--- src/rtl/ysyx_23060111_mdu.sv ---
// rtl/ysyx_23060111_mdu.sv - iterative RV32M multiply/divide unit
module ysyx_23060111_mdu #(
  parameter int XLEN = 32,
  parameter int BPC  = 1
) (
  input  logic            clk,
  input  logic            rst_n,
  input  logic            in_valid,
  output logic            in_ready,
  input  logic [2:0]      in_funct3,
  input  logic [XLEN-1:0] in_src1,
  input  logic [XLEN-1:0] in_src2,
  input  logic [4:0]      in_rd,
  input  logic            flush,
  output logic            out_valid,
  input  logic            out_ready,
  output logic [XLEN-1:0] out_result,
  output logic [4:0]      out_rd
);

  localparam int N  = XLEN / BPC;
  localparam int CW = $clog2(N + 1);
  localparam logic [CW-1:0] LAST = CW'(N - 1);

  typedef enum logic [1:0] {S_IDLE, S_CALC, S_FIX, S_DONE} state_t;

  state_t              r_state, w_next;
  logic [2:0]          r_f3;
  logic [CW-1:0]       r_cnt;
  logic [2*XLEN-1:0]   r_acc;     // multiply: product/multiplier; divide: low half is quotient/dividend
  logic [XLEN-1:0]     r_b;
  logic [XLEN:0]       r_rem;
  logic                r_neg_q, r_neg_r;

  logic                w_accept, w_is_div, w_sa, w_sb;
  logic                w_div_zero, w_div_ovf, w_special;
  logic [XLEN-1:0]     w_mag_a, w_mag_b, w_special_res, w_min;
  logic [2*XLEN-1:0]   w_mul_nxt, w_prod;
  logic [XLEN:0]       w_sum, w_rem_nxt, w_trial;
  logic [XLEN-1:0]     w_quo_nxt, w_quo, w_rmd, w_fix_res;

  assign w_min     = {1'b1, {(XLEN-1){1'b0}}};
  assign in_ready  = ((r_state == S_IDLE) | ((r_state == S_DONE) & out_ready)) & ~flush;
  assign w_accept  = in_valid & in_ready;
  assign out_valid = (r_state == S_DONE);

  // Operand signs, magnitudes and the divide special cases for the incoming op
  always_comb begin
    w_is_div      = in_funct3[2];
    w_sa          = in_src1[XLEN-1] & (w_is_div ? ~in_funct3[0]
                                                : (in_funct3[1:0] == 2'b01) | (in_funct3[1:0] == 2'b10));
    w_sb          = in_src2[XLEN-1] & (w_is_div ? ~in_funct3[0] : (in_funct3[1:0] == 2'b01));
    w_mag_a       = w_sa ? ('0 - in_src1) : in_src1;
    w_mag_b       = w_sb ? ('0 - in_src2) : in_src2;
    w_div_zero    = w_is_div & (in_src2 == '0);
    w_div_ovf     = w_is_div & ~in_funct3[0] & (in_src1 == w_min) & (in_src2 == '1);
    w_special     = w_div_zero | w_div_ovf;
    w_special_res = w_div_zero ? (in_funct3[1] ? in_src1 : '1) : (in_funct3[1] ? '0 : w_min);
  end

  // One CALC cycle: BPC shift-add steps and BPC restoring-divide steps
  always_comb begin
    w_mul_nxt = r_acc;
    w_rem_nxt = r_rem;
    w_quo_nxt = r_acc[XLEN-1:0];
    w_sum     = '0;
    w_trial   = '0;
    for (int i = 0; i < BPC; i++) begin
      w_sum     = {1'b0, w_mul_nxt[2*XLEN-1:XLEN]} + (w_mul_nxt[0] ? {1'b0, r_b} : '0);
      w_mul_nxt = {w_sum, w_mul_nxt[XLEN-1:1]};
      w_rem_nxt = {w_rem_nxt[XLEN-1:0], w_quo_nxt[XLEN-1]};
      w_trial   = w_rem_nxt - {1'b0, r_b};
      w_quo_nxt = {w_quo_nxt[XLEN-2:0], ~w_trial[XLEN]};
      if (!w_trial[XLEN]) w_rem_nxt = w_trial;
    end
  end

  // Sign correction and result selection in FIX
  always_comb begin
    w_prod = r_neg_q ? ('0 - r_acc) : r_acc;
    w_quo  = r_neg_q ? ('0 - r_acc[XLEN-1:0]) : r_acc[XLEN-1:0];
    w_rmd  = r_neg_r ? ('0 - r_rem[XLEN-1:0]) : r_rem[XLEN-1:0];
    if (r_f3[2])                 w_fix_res = r_f3[1] ? w_rmd : w_quo;
    else if (r_f3[1:0] == 2'b00) w_fix_res = w_prod[XLEN-1:0];
    else                         w_fix_res = w_prod[2*XLEN-1:XLEN];
  end

  // Next-state logic; flush overrides everything
  always_comb begin
    w_next = r_state;
    if (flush) begin
      w_next = S_IDLE;
    end else begin
      case (r_state)
        S_IDLE: if (w_accept) w_next = w_special ? S_DONE : S_CALC;
        S_CALC: if (r_cnt == LAST) w_next = S_FIX;
        S_FIX:  w_next = S_DONE;
        S_DONE: if (out_ready) w_next = w_accept ? (w_special ? S_DONE : S_CALC) : S_IDLE;
        default: w_next = S_IDLE;
      endcase
    end
  end

  // State register
  always_ff @(posedge clk or negedge rst_n) begin
    if (!rst_n) r_state <= S_IDLE;
    else        r_state <= w_next;
  end

  // Datapath: load on accept, iterate in CALC, register result in FIX
  always_ff @(posedge clk or negedge rst_n) begin
    if (!rst_n) begin
      r_f3       <= '0;
      r_cnt      <= '0;
      r_acc      <= '0;
      r_b        <= '0;
      r_rem      <= '0;
      r_neg_q    <= 1'b0;
      r_neg_r    <= 1'b0;
      out_result <= '0;
      out_rd     <= '0;
    end else if (w_accept) begin
      r_f3    <= in_funct3;
      out_rd  <= in_rd;
      r_cnt   <= '0;
      r_acc   <= {{XLEN{1'b0}}, w_mag_a};
      r_b     <= w_mag_b;
      r_rem   <= '0;
      r_neg_q <= w_sa ^ w_sb;
      r_neg_r <= w_sa;
      if (w_special) out_result <= w_special_res;
    end else if (r_state == S_CALC) begin
      r_cnt <= r_cnt + CW'(1);
      r_acc <= r_f3[2] ? {r_acc[2*XLEN-1:XLEN], w_quo_nxt} : w_mul_nxt;
      if (r_f3[2]) r_rem <= w_rem_nxt;
    end else if ((r_state == S_FIX) && !flush) begin
      out_result <= w_fix_res;
    end
  end

endmodule

--- config.mk ---
export PLATFORM = sky130hd
export DESIGN_NAME = ysyx_23060111_mdu
export DESIGN_NICKNAME = d
export VERILOG_FILES = /design/src/rtl/ysyx_23060111_mdu.sv
export SDC_FILE = /design/constraint.sdc
export NUM_CORES = 1
export LEC_CHECK = 0
export ABC_AREA = 1
export BUFFER_PORTS_ARGS = -buffer_cell sky130_fd_sc_hd__buf_2
export CAP_MARGIN = 20
export CORE_ASPECT_RATIO = 0.8
export CORE_MARGIN = 5
export CORE_UTILIZATION = 34
export DETAILED_ROUTE_END_ITERATION = 16
export PLACE_DENSITY = 0.5
export SLEW_MARGIN = 20
export SYNTH_ARGS = -nofsm -noshare
export SYNTH_HDL_FRONTEND = slang
export SYNTH_SLANG_ARGS = --single-unit
--- constraint.sdc ---
create_clock -name clk -period 2.4 [get_ports clk]
set_input_delay 0.24 -clock clk [delete_from_list [all_inputs] [get_ports clk]]
set_output_delay 0.24 -clock clk [all_outputs]
set_load 0.05 [all_outputs]
==> impl_results.md, run 1 <==
- Minimum clock period after layout: 2.421 ns
- Number of standard cells in the final layout excluding fillers: 4220
- Crit Path Max Fanout: 4
- Dominant cell type by area after synthesis: dfrtp_1
- Relative area change from synthesis to final layout: 33.93%
- Proportion of synthesized chip area in sequential cells: 0.2433
- Cells taking the most area after synthesis: dfrtp_1 (24%), nand2_1 (18%), nand3_1 (9.6%)
- Count of cell types in the netlist: 55
- HP Start: in_src1[29]
- Critical path data required time: 2.81 ns
- Root buf cell: clkbuf_16
- Horiz. Die Dim: 269.5 µm
- Share of async-settable or async-resettable flops after synthesis: 1.000
- Type of element capturing the critical path: flop
- Sinks on the clock net: 178
- Number of design rule violations left after detail routing: 0
- Pin count of the biggest net entering global routing: 54
- Hold/Removal Path Class: primary input to flop
- Dpl ws: -0.1635 ns
- Number of flops mapped to enable cells by yosys: 0
- Initial core utilization: 0.3420
- Most common flop cell mapped by yosys: dfrtp_1
- Slew at the pin closest to its max-slew limit: 0.7475 ns
- Worst reg-to-reg setup slack: -0.02 ns
- Filler cells: 5706
- Detailed Route WL: 87650 µm
- Crit path setup slack, layout: -0.02060 ns
- Total grt overflow: 0
- Post-layout net count: 3653
- IR Drop Worst-Case VDD: 1.073 mV
- Unrepaired setup endpoints after global routing: yes
- Reported max-cap violation count: 0
- Violations in the final reports: setup timing
- Vias after detailed routing: 22720
- Finished Core Util: 0.4581
- Worst-case hold path end point: r_acc[29]$_DFFE_PN0P_
- Detailed-route vias per instance: 5.384
- Fraction of the cycle the final worst path needs: 1.009
- Type of element launching the critical path: flop
- CTS tree: yes
- Worst endpoint data arrival time: 2.83 ns
- Global placer's final weighted congestion: 1.025
- Achievable frequency: 0.4131 GHz
- Endpoints failing hold: 0
- Fraction of layout cells with a size suffix above 1: 0.2557
- Cell leakage power: 0.01200 µW
- Number of ports placed on the die boundary: 116
- Count of mapped cells out of synthesis: 3070
- Power density over the cells: 1591 nW/µm²
- Start-to-end type of the worst setup path: flop to flop
- Level count of the clock H-tree: 4
- Initial antenna violation count: 1
- Net count of the mapped netlist: 3220
- Clock buffer count from CTS: 17
- Clock slew at reported path FFs: 0.09 ns
- Sum of net half-perimeters after detailed placement: 70700 µm
- Placed instance count: 4149
- First-iteration detailed-routing DRC count: 2242
- Number of global-route vias before repair: 21090
- All-layer global routing usage: 0.2865
- Flop and latch count out of synthesis: 178
- Total number of yosys warnings: 0
- Result of the run: complete, but fails checks
- Clock Path Buffers: 2
- Hold Crit Depth: 4
- Latest clock arrival within the worst-skew pair: 0.49 ns
- Mean Syn Cell Area: 5.965 µm²
- Count of standard-cell rows: 76
- Number of port buffers: 115
- Total standard cell area after synthesis: 18310 µm²
- Area of the placeable core: 53540 µm²
- Cell types with the highest counts after synthesis: nand2_1 (895), nor2_1 (404), nand3_1 (350), inv_1 (325), o21ai_0 (185)
- Antenna-violating nets left: 0
- Wire length of the first global-routing pass: 130000 µm
- Post-DR wirelength/cell: 20.77 µm
- Final setup vio count: 2
- Full die area: 58630 µm²
- Worst r2r src: r_b[0]$_DFFE_PN0N_
- Relative slew slack: 0.5011
- First-pass DRT Iterations: 6
- Worst R2R End: r_rem[30]$_DFFE_PN0P_
- Final Max Slew Viols: 0
- Skew final: 0.01990 ns
- Most frequent cell after synthesis: nand2_1
- Chip Height: 217.6 µm
- Top-area cell type share of the netlist area: 0.2433
- Cell depth of the worst flop-to-flop path: 16
power breakdown:
part | leakage [µW] | internal (µW) | switching (µW)
registers | 0.00220 | 4330 | 1660
logic | 0.00953 | 11400 | 18700
clock network | 0.000272 | 1460 | 1470
worst max-delay path: stages (launching register included):
cell     delay [ns]
dfrtp_2        0.44
ha_4           0.20
fa_2           0.38
inv_2          0.08
nand3_2        0.06
nand2_2        0.11
buf_6          0.12
nand2_4        0.04
nand2_4        0.08
nand3_2        0.08
nand2_2        0.09
nand4_1        0.26
nand2_1        0.16
nand2_1        0.07
nand3_1        0.07
nand2_1        0.06
nand2_1        0.06
registers in the layout, indices dropped and copies added (netlist names):
register,flops
r_acc,64
out_result,32
r_b,32
r_rem,32
r_cnt,6
out_rd,5
r_f3,3
r_state,2
r_neg_q,1
r_neg_r,1
cells in the final DEF (no fill, tap or decap), types with 40 or more instances in the layout:
cell,instances
nor2_2,49
nand4_1,40
nand2_1,824
a21oi_2,49
a21oi_1,124
o21ai_0,156
dfrtp_1,172
buf_2,115
inv_1,305
buf_4,355
nand2_2,76
nor2_1,364
nand3_1,311
worst max-delay path by stage:
| stage | start | end | slack, ns | cells past startpoint |
|---|---|---|---|---|
| CTS | r_acc[0]$_DFFE_PN0P_ | out_result[22]$_DFFE_PN0P_ | 0.0002 | 16 |
| finish | r_b[0]$_DFFE_PN0N_ | r_rem[30]$_DFFE_PN0P_ | -0.02 | 16 |
| global placement | in_funct3[1] | r_b[29]$_DFFE_PN0N_ | -0.16 | 12 |
| floorplan | r_acc[31]$_DFFE_PN0P_ | r_rem[17]$_DFFE_PN0P_ | 0.04 | 19 |
| detailed placement | r_acc[31]$_DFFE_PN0P_ | r_rem[0]$_DFFE_PN0P_ | -0.16 | 18 |
| global route | r_acc[31]$_DFFE_PN0P_ | r_rem[30]$_DFFE_PN0P_ | -0.16 | 17 |
per-stage QoR:
| step | setup TNS, ns | area, µm² | hold slack (ns) | power (µW) |
|---|---|---|---|---|
| after global placement | -3.561 | 22260 | 0.2418 | 32080 |
| after floorplan | 0 | 18310 | -0.05559 | 20940 |
| final | -0.02069 | 24520 | 0.07232 | 39010 |
| after CTS | 0 | 23170 | 0.06319 | 35970 |
| after global routing | -3.550 | 24520 | 0.09265 | 41830 |
| after detailed placement | -5.929 | 22260 | 0.2470 | 32160 |
per-layer routing:
layer | share of wire | vias to the layer above | track usage
met5 | 0 | - | 0
met1 | 0.48 | 10830 | 0.4312
met2 | 0.42 | 848 | 0.4304
met4 | 0.018 | 0 | 0.04701
met3 | 0.084 | 100 | 0.05775
li1 | - | 10940 | -
repair_timing:
item	CTS	global route
gates cloned	1	6
hold buffers	6	0
pin swaps	9	77
setup buffers	7	19
endpoints found under the setup margin	56	99
endpoints found under the hold margin	54	0
resized for setup	52	304
cell families after synthesis:
group           after synthesis  synth area share
xor+xnor                     59           0.02822
simple gates               1809            0.4186
fa+ha+maj                    73           0.05070
compound gates              510            0.1611
flops                       178            0.2433
buf+inv                     441           0.09812
layout make-up:
cell class                      instances  area, µm²  share of cell area
Clock inverter                         12      123.9            0.005051
Clock buffer                           20      436.7             0.01781
Sequential cell                       178       4462              0.1819
Antenna cell                            2      5.005           0.0002041
Tap cell                              702      878.3             0.03582
Inverter                              340       1281             0.05224
Timing Repair Buffer                  515       3993              0.1628
Multi-Input combinational cell       2451      13340              0.5441
Power figures use the tool's default switching activity.
==> run 2, diff against run 1 <==
--- a/config.mk
+++ b/config.mk
@@ -13,3 +13,5 @@
 export CORE_UTILIZATION = 34
+export CTS_CLUSTER_SIZE = 16
 export DETAILED_ROUTE_END_ITERATION = 16
+export HOLD_SLACK_MARGIN = 0.12
 export PLACE_DENSITY = 0.5
==> constraint.sdc (replaced) <==
create_clock -name clk -period 2.4 [get_ports clk]
set_input_delay 0.12 -clock clk [delete_from_list [all_inputs] [get_ports clk]]
set_output_delay 0.12 -clock clk [all_outputs]
set_load 0.05 [all_outputs]
==> run 2 against run 1 <==
  * The flow now finishes without violations
  * Combinational power fell by 3%
  * Clock skew decreased by 0.0078 ns
  * Clock power is 3% higher
  * Critical path type unchanged
  * Largest cell class unchanged
==> impl_results.md, run 2 (synthesis gave the netlist of run 1 again) <==
- Worst endpoint data arrival time: 2.71 ns (-0.12 ns)
- Number of standard cells in the final layout excluding fillers: 4256 (+0.85%)
- Unrepaired setup endpoints after global routing: yes
- Post-layout net count: 3690 (+1.0%)
- Horiz. Die Dim: 269.5 µm (unchanged)
- Minimum clock period after layout: 2.339 ns (-0.08116 ns)
- Leading cell type in the layout, fill and taps excluded: nand2_1
- Filler cells: 5656 (-0.88%)
- Number of design rule violations left after detail routing: 0 (unchanged)
- Type of element launching the critical path: flop
- Fraction of the cycle the final worst path needs: 0.9748 (-0.03382)
- Cell Area, Placed: 22080 µm² (-0.83%)
- Skew final: 0.01205 ns (-0.007849 ns)
- Placed instance count: 4131 (-0.43%)
- Commonest cells after routing, fill and taps aside: nand2_1 (847), nor2_1 (359), buf_4 (336), nand3_1 (327), inv_1 (298)
- All-layer global routing usage: 0.2896 (+0.003126)
- Final-layout setup total negative slack: 0 ns (+0.02069 ns)
- Root buf cell: clkbuf_16
- Area of the placeable core: 53540 µm² (unchanged)
- Part of the power in the clock network: 0.078 (+0.003)
- Result of the run: finished clean
- Slew at the pin closest to its max-slew limit: 0.7220 ns (-0.02557 ns)
- Vias after detailed routing: 23030 (+1.4%)
- Number of global-route vias before repair: 21600 (+2.4%)
- Count of standard-cell rows: 76 (unchanged)
- Level count of the clock H-tree: 4 (unchanged)
- Share of power burned in registers: 0.159 (+0.005)
- Critical path data required time: 2.77 ns (-0.04 ns)
- Library cell contributing the largest single delay on the critical path: dfrtp_1
- Power density over the cells: 1548 nW/µm² (-2.7%)
- Post-DR wirelength/cell: 20.63 µm (-0.65%)
- Endpoints failing hold: 0 (unchanged)
- Final setup vio count: 0 (-2)
- Initial core utilization: 0.3420 (unchanged)
- Wire length of the first global-routing pass: 131900 µm (+1.5%)
- Largest Register: r_acc
- Combinational share of power: 0.763 (-0.008)
- Detailed Route WL: 87820 µm (+0.20%)
- First-iteration detailed-routing DRC count: 2271 (+1.3%)
- Latest clock arrival within the worst-skew pair: 0.48 ns (about the same)
- Antenna-violating nets left: 0 (unchanged)
- Relative area change from synthesis to final layout: 35.70%
- Cell repeated most along the worst path: nand2_1
- Sequential cell area: 4464 µm² (about the same)
- Pin count of the biggest net entering global routing: 58 (+7.4%)
- Largest delay contributor family on the critical path: simple AND/OR/NAND/NOR gates
- Fraction of layout cells with a size suffix above 1: 0.2457 (-0.009980)
- Initial antenna violation count: 0 (-1)
- Maximum single-stage delay on the critical path: 0.42 ns (-0.02 ns)
- Non-Filler Cell Area, Final: 24850 µm² (+1.3%)
- Chip Height: 217.6 µm (unchanged)
- Total grt overflow: 0 (unchanged)
- Reported max-cap violation count: 0 (unchanged)
- Switching power of the nets: 21540 µW (-1.2%)
- Sum of net half-perimeters after detailed placement: 70080 µm (-0.88%)
- Clock Path Buffers: 2 (unchanged)
- First-pass DRT Iterations: 6 (unchanged)
- Full die area: 58630 µm² (unchanged)
- IR Drop Worst-Case VDD: 0.8230 mV (-23%)
- Clock buffer count from CTS: 17 (unchanged)
- CTS tree: yes
- Power Total: 38480 µW (-1.4%)
- Worst Path Buf+Inv: 2 (unchanged)
- Detailed-route vias per instance: 5.411 (+0.50%)
- Cell leakage power: 0.01208 µW (+0.68%)
- Final Max Slew Viols: 0 (unchanged)
- Internal power consumption: 16940 µW (-1.6%)
- Crit Path Max Fanout: 7 (+3)
- Clock slew at reported path FFs: 0.08 ns (about the same)
- Relative slew slack: 0.5182 (+0.01707)
- Achievable frequency: 0.4275 GHz (+3.5%)
- Number of ports placed on the die boundary: 116 (unchanged)
- Area taken by multi-input logic gates: 13270 µm² (-0.58%)
- Sinks on the clock net: 178 (unchanged)
- Type of element capturing the critical path: flop
- Hold/Removal Path Class: primary input to flop
- Worst path cell trace: inv_1 -> ha_4 -> nand2_1 -> o21ai_1 -> nand2_1 -> nand3_1 -> nor2_4 -> nand3_2 -> nand2_4 -> buf_6 -> nand2_1 -> nand3_2 -> nand2_1
- Start-to-end type of the worst setup path: flop to flop
- Switching fraction of total power: 0.5597 (+0.0009005)
- Max FFs per register: 64 (unchanged)
- Global placer's final weighted congestion: 1.002 (-2.3%)
- Number of port buffers: 115 (unchanged)
-- run 2: changes by cell type in the layout (fill, tap and decap cells not counted), moves of 12 or more --
cell           before  now
nand2_1           824  847
nand2_2            76   64
dlygate4sd3_1       6   68
nand3_1           311  327
buf_4             355  336
nand3_2            39   27
-- run 2: metal layers --
layer,global-route usage,vias to the layer above,part of all wire,routed length (µm)
li1,-,11030,-,-
met1,0.4271,10950,0.47,41150
met2,0.4390,937,0.43,37570
met3,0.06072,109,0.084,7417
met4,0.05816,0,0.019,1678
met5,0,-,0,0
-- run 2: cell type report --
cell class,instances,area share
Multi-Input combinational cell,2451,0.5339
Sequential cell,178,0.1797
Timing Repair Buffer,552,0.1751
Inverter,340,0.05196
Tap cell,702,0.03535
Clock buffer,17,0.01712
Clock inverter,15,0.006798
Antenna cell,1,0.0001007
-- run 2: path summary, 6_finish.rpt --
| kind | from | to | slack (ns) | depth (start not counted) |
|---|---|---|---|---|
| max in group asynchronous | rst_n | r_neg_r$_DFFE_PN0N_ | 1.41 | 3 |
| min in group asynchronous | rst_n | r_acc[58]$_DFFE_PN0P_ | 0.20 | 2 |
| worst max register to register | r_b[26]$_DFFE_PN0N_ | r_rem[0]$_DFFE_PN0P_ | 0.06 | 13 |
| worst min-delay path | in_src2[28] | r_b[28]$_DFFE_PN0N_ | 0.13 | 4 |
| worst max-delay path | r_b[26]$_DFFE_PN0N_ | r_rem[0]$_DFFE_PN0P_ | 0.06 | 13 |
| worst min register to register | out_rd[1]$_DFFE_PN0N_ | out_rd[1]$_DFFE_PN0N_ | 0.48 | 2 |
-- run 2: repair_timing --
action / CTS / global route
gates resized for setup: 63 / 293
endpoints found under the hold margin: 153 / 0
endpoints found under the setup margin: 48 / 91
buffers inserted: 8 / 16
gates cloned: 3 / 2
hold buffers: 68 / 0
pin swaps: 6 / 54
-- run 2: through the flow --
step	worst slack (ns)	hold slack [ns]	utilization
2_1_floorplan	0.03956	-0.1756	-
5_1_grt	-0.1049	0.1237	0.4641
4_1_cts	-0.02140	0.1218	0.4436
3_3_place_gp	-0.1592	0.1555	0.4124
6_report	0.06056	0.1330	0.4641
3_5_place_dp	-0.2151	0.1549	0.4124
-- run 2: power groups by stage --
stage	combinational, µW	sequential, µW	clock [µW]
6_report	29300	6120	3010
5_1_grt	32000	6260	3150
4_1_cts	27300	5980	3040
3_5_place_dp	25800	5980	0
3_3_place_gp	25800	5970	0
2_1_floorplan	14500	6480	0
-- run 2: worst min-delay path: cells and delay by family --
family	cells	cell delay [ns]
buffers and inverters	2	0.23
AO/OA/AOI/OAI	1	0.15
XOR/XNOR	1	0.08
==> run 3, diff against run 2 <==
- CORE_UTILIZATION: 34 -> 40
- PLACE_DENSITY: 0.5 -> 0.57
==> run 3 against run 2 <==
  * The flow now finishes with violations (setup timing)
  * Largest power group unchanged
  * Hold slack got worse by 0.019 ns
  * Setup slack got worse by 0.083 ns
  * Global-route usage increased by 3.8 points
  * Register-to-register slack got worse by 0.08 ns
  * Sequential cell count unchanged
  * Highest routed layer unchanged
==> impl_results.md, run 3 (synthesis gave the netlist of run 1 again) <==
- Part of the power in the clock network: 0.076 (-0.002)
- Root buf cell: clkbuf_16
- Maximum single-stage delay on the critical path: 0.36 ns (-0.06 ns)
- Level count of the clock H-tree: 4 (unchanged)
- Total grt overflow: 0 (unchanged)
- Worst-case hold path end point: r_acc[8]$_DFFE_PN0P_
- Non-Filler Cell Area, Final: 24920 µm² (+0.28%)
- Reported max-cap violation count: 0 (unchanged)
- Fraction of layout cells with a size suffix above 1: 0.2496 (+0.003870)
- Wire length of the first global-routing pass: 128700 µm (-2.4%)
- Library cell contributing the largest single delay on the critical path: dfrtp_1
- Worst endpoint data arrival time: 2.77 ns (+0.06 ns)
- Internal power consumption: 17280 µW (+2.0%)
- Largest Register: r_acc
- Finished Core Util: 0.5482 (+0.08405)
- Initial core utilization: 0.4028 (+0.06080)
- Cell leakage power: 0.01213 µW (+0.39%)
- Type of element capturing the critical path: flop
- Latest clock arrival within the worst-skew pair: 0.47 ns (about the same)
- Switching power of the nets: 21660 µW (+0.57%)
- Minimum clock period after layout: 2.422 ns (+0.08298 ns)
- Initial antenna violation count: 0 (unchanged)
- Worst Path Buf+Inv: 1 (-1)
- Relative slew slack: 0.5155 (-0.002626)
- Sum of net half-perimeters after detailed placement: 68590 µm (-2.1%)
- Type of element launching the critical path: flop
- Final Max Slew Viols: 0 (unchanged)
- Full die area: 50180 µm² (-14%)
- Clock slew at reported path FFs: 0.08 ns (about the same)
- Vias after detailed routing: 23030 (+0.017%)
- Area of the placeable core: 45460 µm² (-15%)
- Pin count of the biggest net entering global routing: 79 (+36%)
- Share of power burned in registers: 0.155 (-0.004)
- Hold/Removal Path Class: primary input to flop
- Largest delay contributor family on the critical path: simple AND/OR/NAND/NOR gates
- Crit path setup slack, layout: -0.02241 ns (-0.08298 ns)
- Horiz. Die Dim: 249.2 µm (-7.5%)
- Antenna-violating nets left: 0 (unchanged)
- Final-layout setup total negative slack: -0.03895 ns (-0.03895 ns)
- Detailed-route vias per instance: 5.534 (+2.3%)
- Cell Area, Placed: 21960 µm² (-0.51%)
- IR Drop Worst-Case VDD: 0.9440 mV (+15%)
- Violations in the final reports: setup timing
- Number of global-route vias before repair: 21420 (-0.83%)
- Sinks on the clock net: 178 (unchanged)
- Achievable frequency: 0.4128 GHz (-3.4%)
- CTS tree: yes
- Result of the run: complete, but fails checks
- Slew at the pin closest to its max-slew limit: 0.7191 ns (-0.002865 ns)
- Antenna Cells: 0 (-1)
- Crit Path Max Fanout: 4 (-3)
- Max FFs per register: 64 (unchanged)
- Worst path cell trace: inv_1 -> ha_4 -> nand2_1 -> o21ai_0 -> a21oi_1 -> nor2_1 -> nor2_1 -> nand2_1 -> nand2_1 -> nand2_1 -> nand2_1 -> nand3_2 -> nand2_1
- Commonest cells after routing, fill and taps aside: nand2_1 (831), nor2_1 (358), buf_4 (338), nand3_1 (310), inv_1 (308)
- Worst reg-to-reg setup slack: -0.02 ns (-0.08 ns)
- HP Start: in_valid
- Final setup vio count: 4 (+4)
- Power density over the cells: 1563 nW/µm² (+0.93%)
- Relative area change from synthesis to final layout: 36.08%
- Cell repeated most along the worst path: nand2_1
- Clock Path Buffers: 2 (unchanged)
- Number of design rule violations left after detail routing: 0 (unchanged)
- Skew final: 0.01491 ns (+0.002861 ns)
- Count of standard-cell rows: 70 (-7.9%)
- Power Total: 38940 µW (+1.2%)
- Combinational share of power: 0.769 (+0.006)
- Leading cell type in the layout, fill and taps excluded: nand2_1
- Detailed Route WL: 86550 µm (-1.4%)
- Worst r2r src: r_b[18]$_DFFE_PN0N_
- Unrepaired setup endpoints after global routing: yes
- Worst R2R End: r_rem[27]$_DFFE_PN0P_
- Endpoints failing hold: 0 (unchanged)
- Hold Crit Depth: 5 (+1)
- Global placer's final weighted congestion: 0.9984 (-0.32%)
- Post-layout net count: 3689 (-0.027%)
- Critical path data required time: 2.75 ns (-0.02 ns)
- Cell depth of the worst flop-to-flop path: 13 (unchanged)
- Post-DR wirelength/cell: 20.80 µm (+0.78%)
- All-layer global routing usage: 0.3278 (+0.03815)
- Dpl ws: -0.1349 ns (+0.08024 ns)
- Clock buffer count from CTS: 17 (unchanged)
- Switching fraction of total power: 0.5562 (-0.003566)
- Number of port buffers: 115 (unchanged)
- Number of ports placed on the die boundary: 116 (unchanged)
- Fraction of the cycle the final worst path needs: 1.009 (+0.03457)
- Chip Height: 201.4 µm (-7.4%)
- First-pass DRT Iterations: 6 (unchanged)
- Start-to-end type of the worst setup path: flop to flop
- First-iteration detailed-routing DRC count: 2566 (+13%)
[run 3: cell count changes in the layout (fill, tap and decap cells not counted), sizes merged]
cell,change
diode,-1
dlygate4sd3,-1
clkinv,-1
clkinvlp,+3
inv,-6
clkbuf,+4
buf,-3
bufinv,+1
[run 3: cell type report]
class | count | area, µm²
timing repair buffer | 551 | 4357
sequential | 178 | 4463
fill | 4600 | 20540
tap | 612 | 765.7
multi-input combinational | 2451 | 13470
clock inverter | 12 | 135.1
clock buffer | 18 | 439.2
inverter | 340 | 1294
[run 3: how the worst max path moves through the flow]
stage | start | to | slack [ns] | cells after the start
final | r_b[18]$_DFFE_PN0N_ | r_rem[27]$_DFFE_PN0P_ | -0.02 | 13
after floorplan | r_acc[31]$_DFFE_PN0P_ | r_rem[17]$_DFFE_PN0P_ | 0.04 | 19
after CTS | r_acc[0]$_DFFE_PN0P_ | r_acc[62]$_DFFE_PN0P_ | -0.007 | 14
after detailed placement | in_funct3[1] | r_b[29]$_DFFE_PN0N_ | -0.13 | 11
after global routing | r_b[0]$_DFFE_PN0N_ | r_rem[26]$_DFFE_PN0P_ | -0.09 | 17
after global placement | r_b[12]$_DFFE_PN0N_ | r_rem[17]$_DFFE_PN0P_ | -0.09 | 11
[run 3: layer usage]
metal	global-route usage	up-vias	routed length [µm]
met5	0	-	0
met1	0.4844	10960	39780
met3	0.07457	114	7700
met4	0.06544	0	1841
li1	-	11020	-
met2	0.4929	945	37230
[run 3: power by group through the flow]
| stage | registers [µW] | logic (µW) | clock network [µW] |
|---|---|---|---|
| floorplan | 6480 | 14500 | 0 |
| detailed placement | 5890 | 25700 | 0 |
| global route | 6150 | 32400 | 3090 |
| finish | 6030 | 29900 | 2970 |
| CTS | 5880 | 26400 | 2990 |
| global placement | 5870 | 25600 | 0 |
[run 3: per-stage QoR]
step | std cells | hold WS [ns]
floorplan | 3070 | -0.1756
global placement | 4046 | 0.1975
detailed placement | 4046 | 0.2043
CTS | 4146 | 0.1224
global route | 4162 | 0.1388
finish | 4162 | 0.1141
[run 3: worst min-delay path, cell delays in order]
cell and delay [ns]:
buf_2 0.11, nand3_4 0.14, nor2_1 0.06, nand2_1 0.05
a22oi_1 0.06
[run 3: timing repair]
item / CTS / global route
gates cloned: 1 / 5
pin swaps: 5 / 77
hold buffers: 67 / 0
setup endpoints to repair: 56 / 110
setup buffers: 2 / 11
endpoints found under the hold margin: 127 / 0
gates resized for setup: 50 / 327
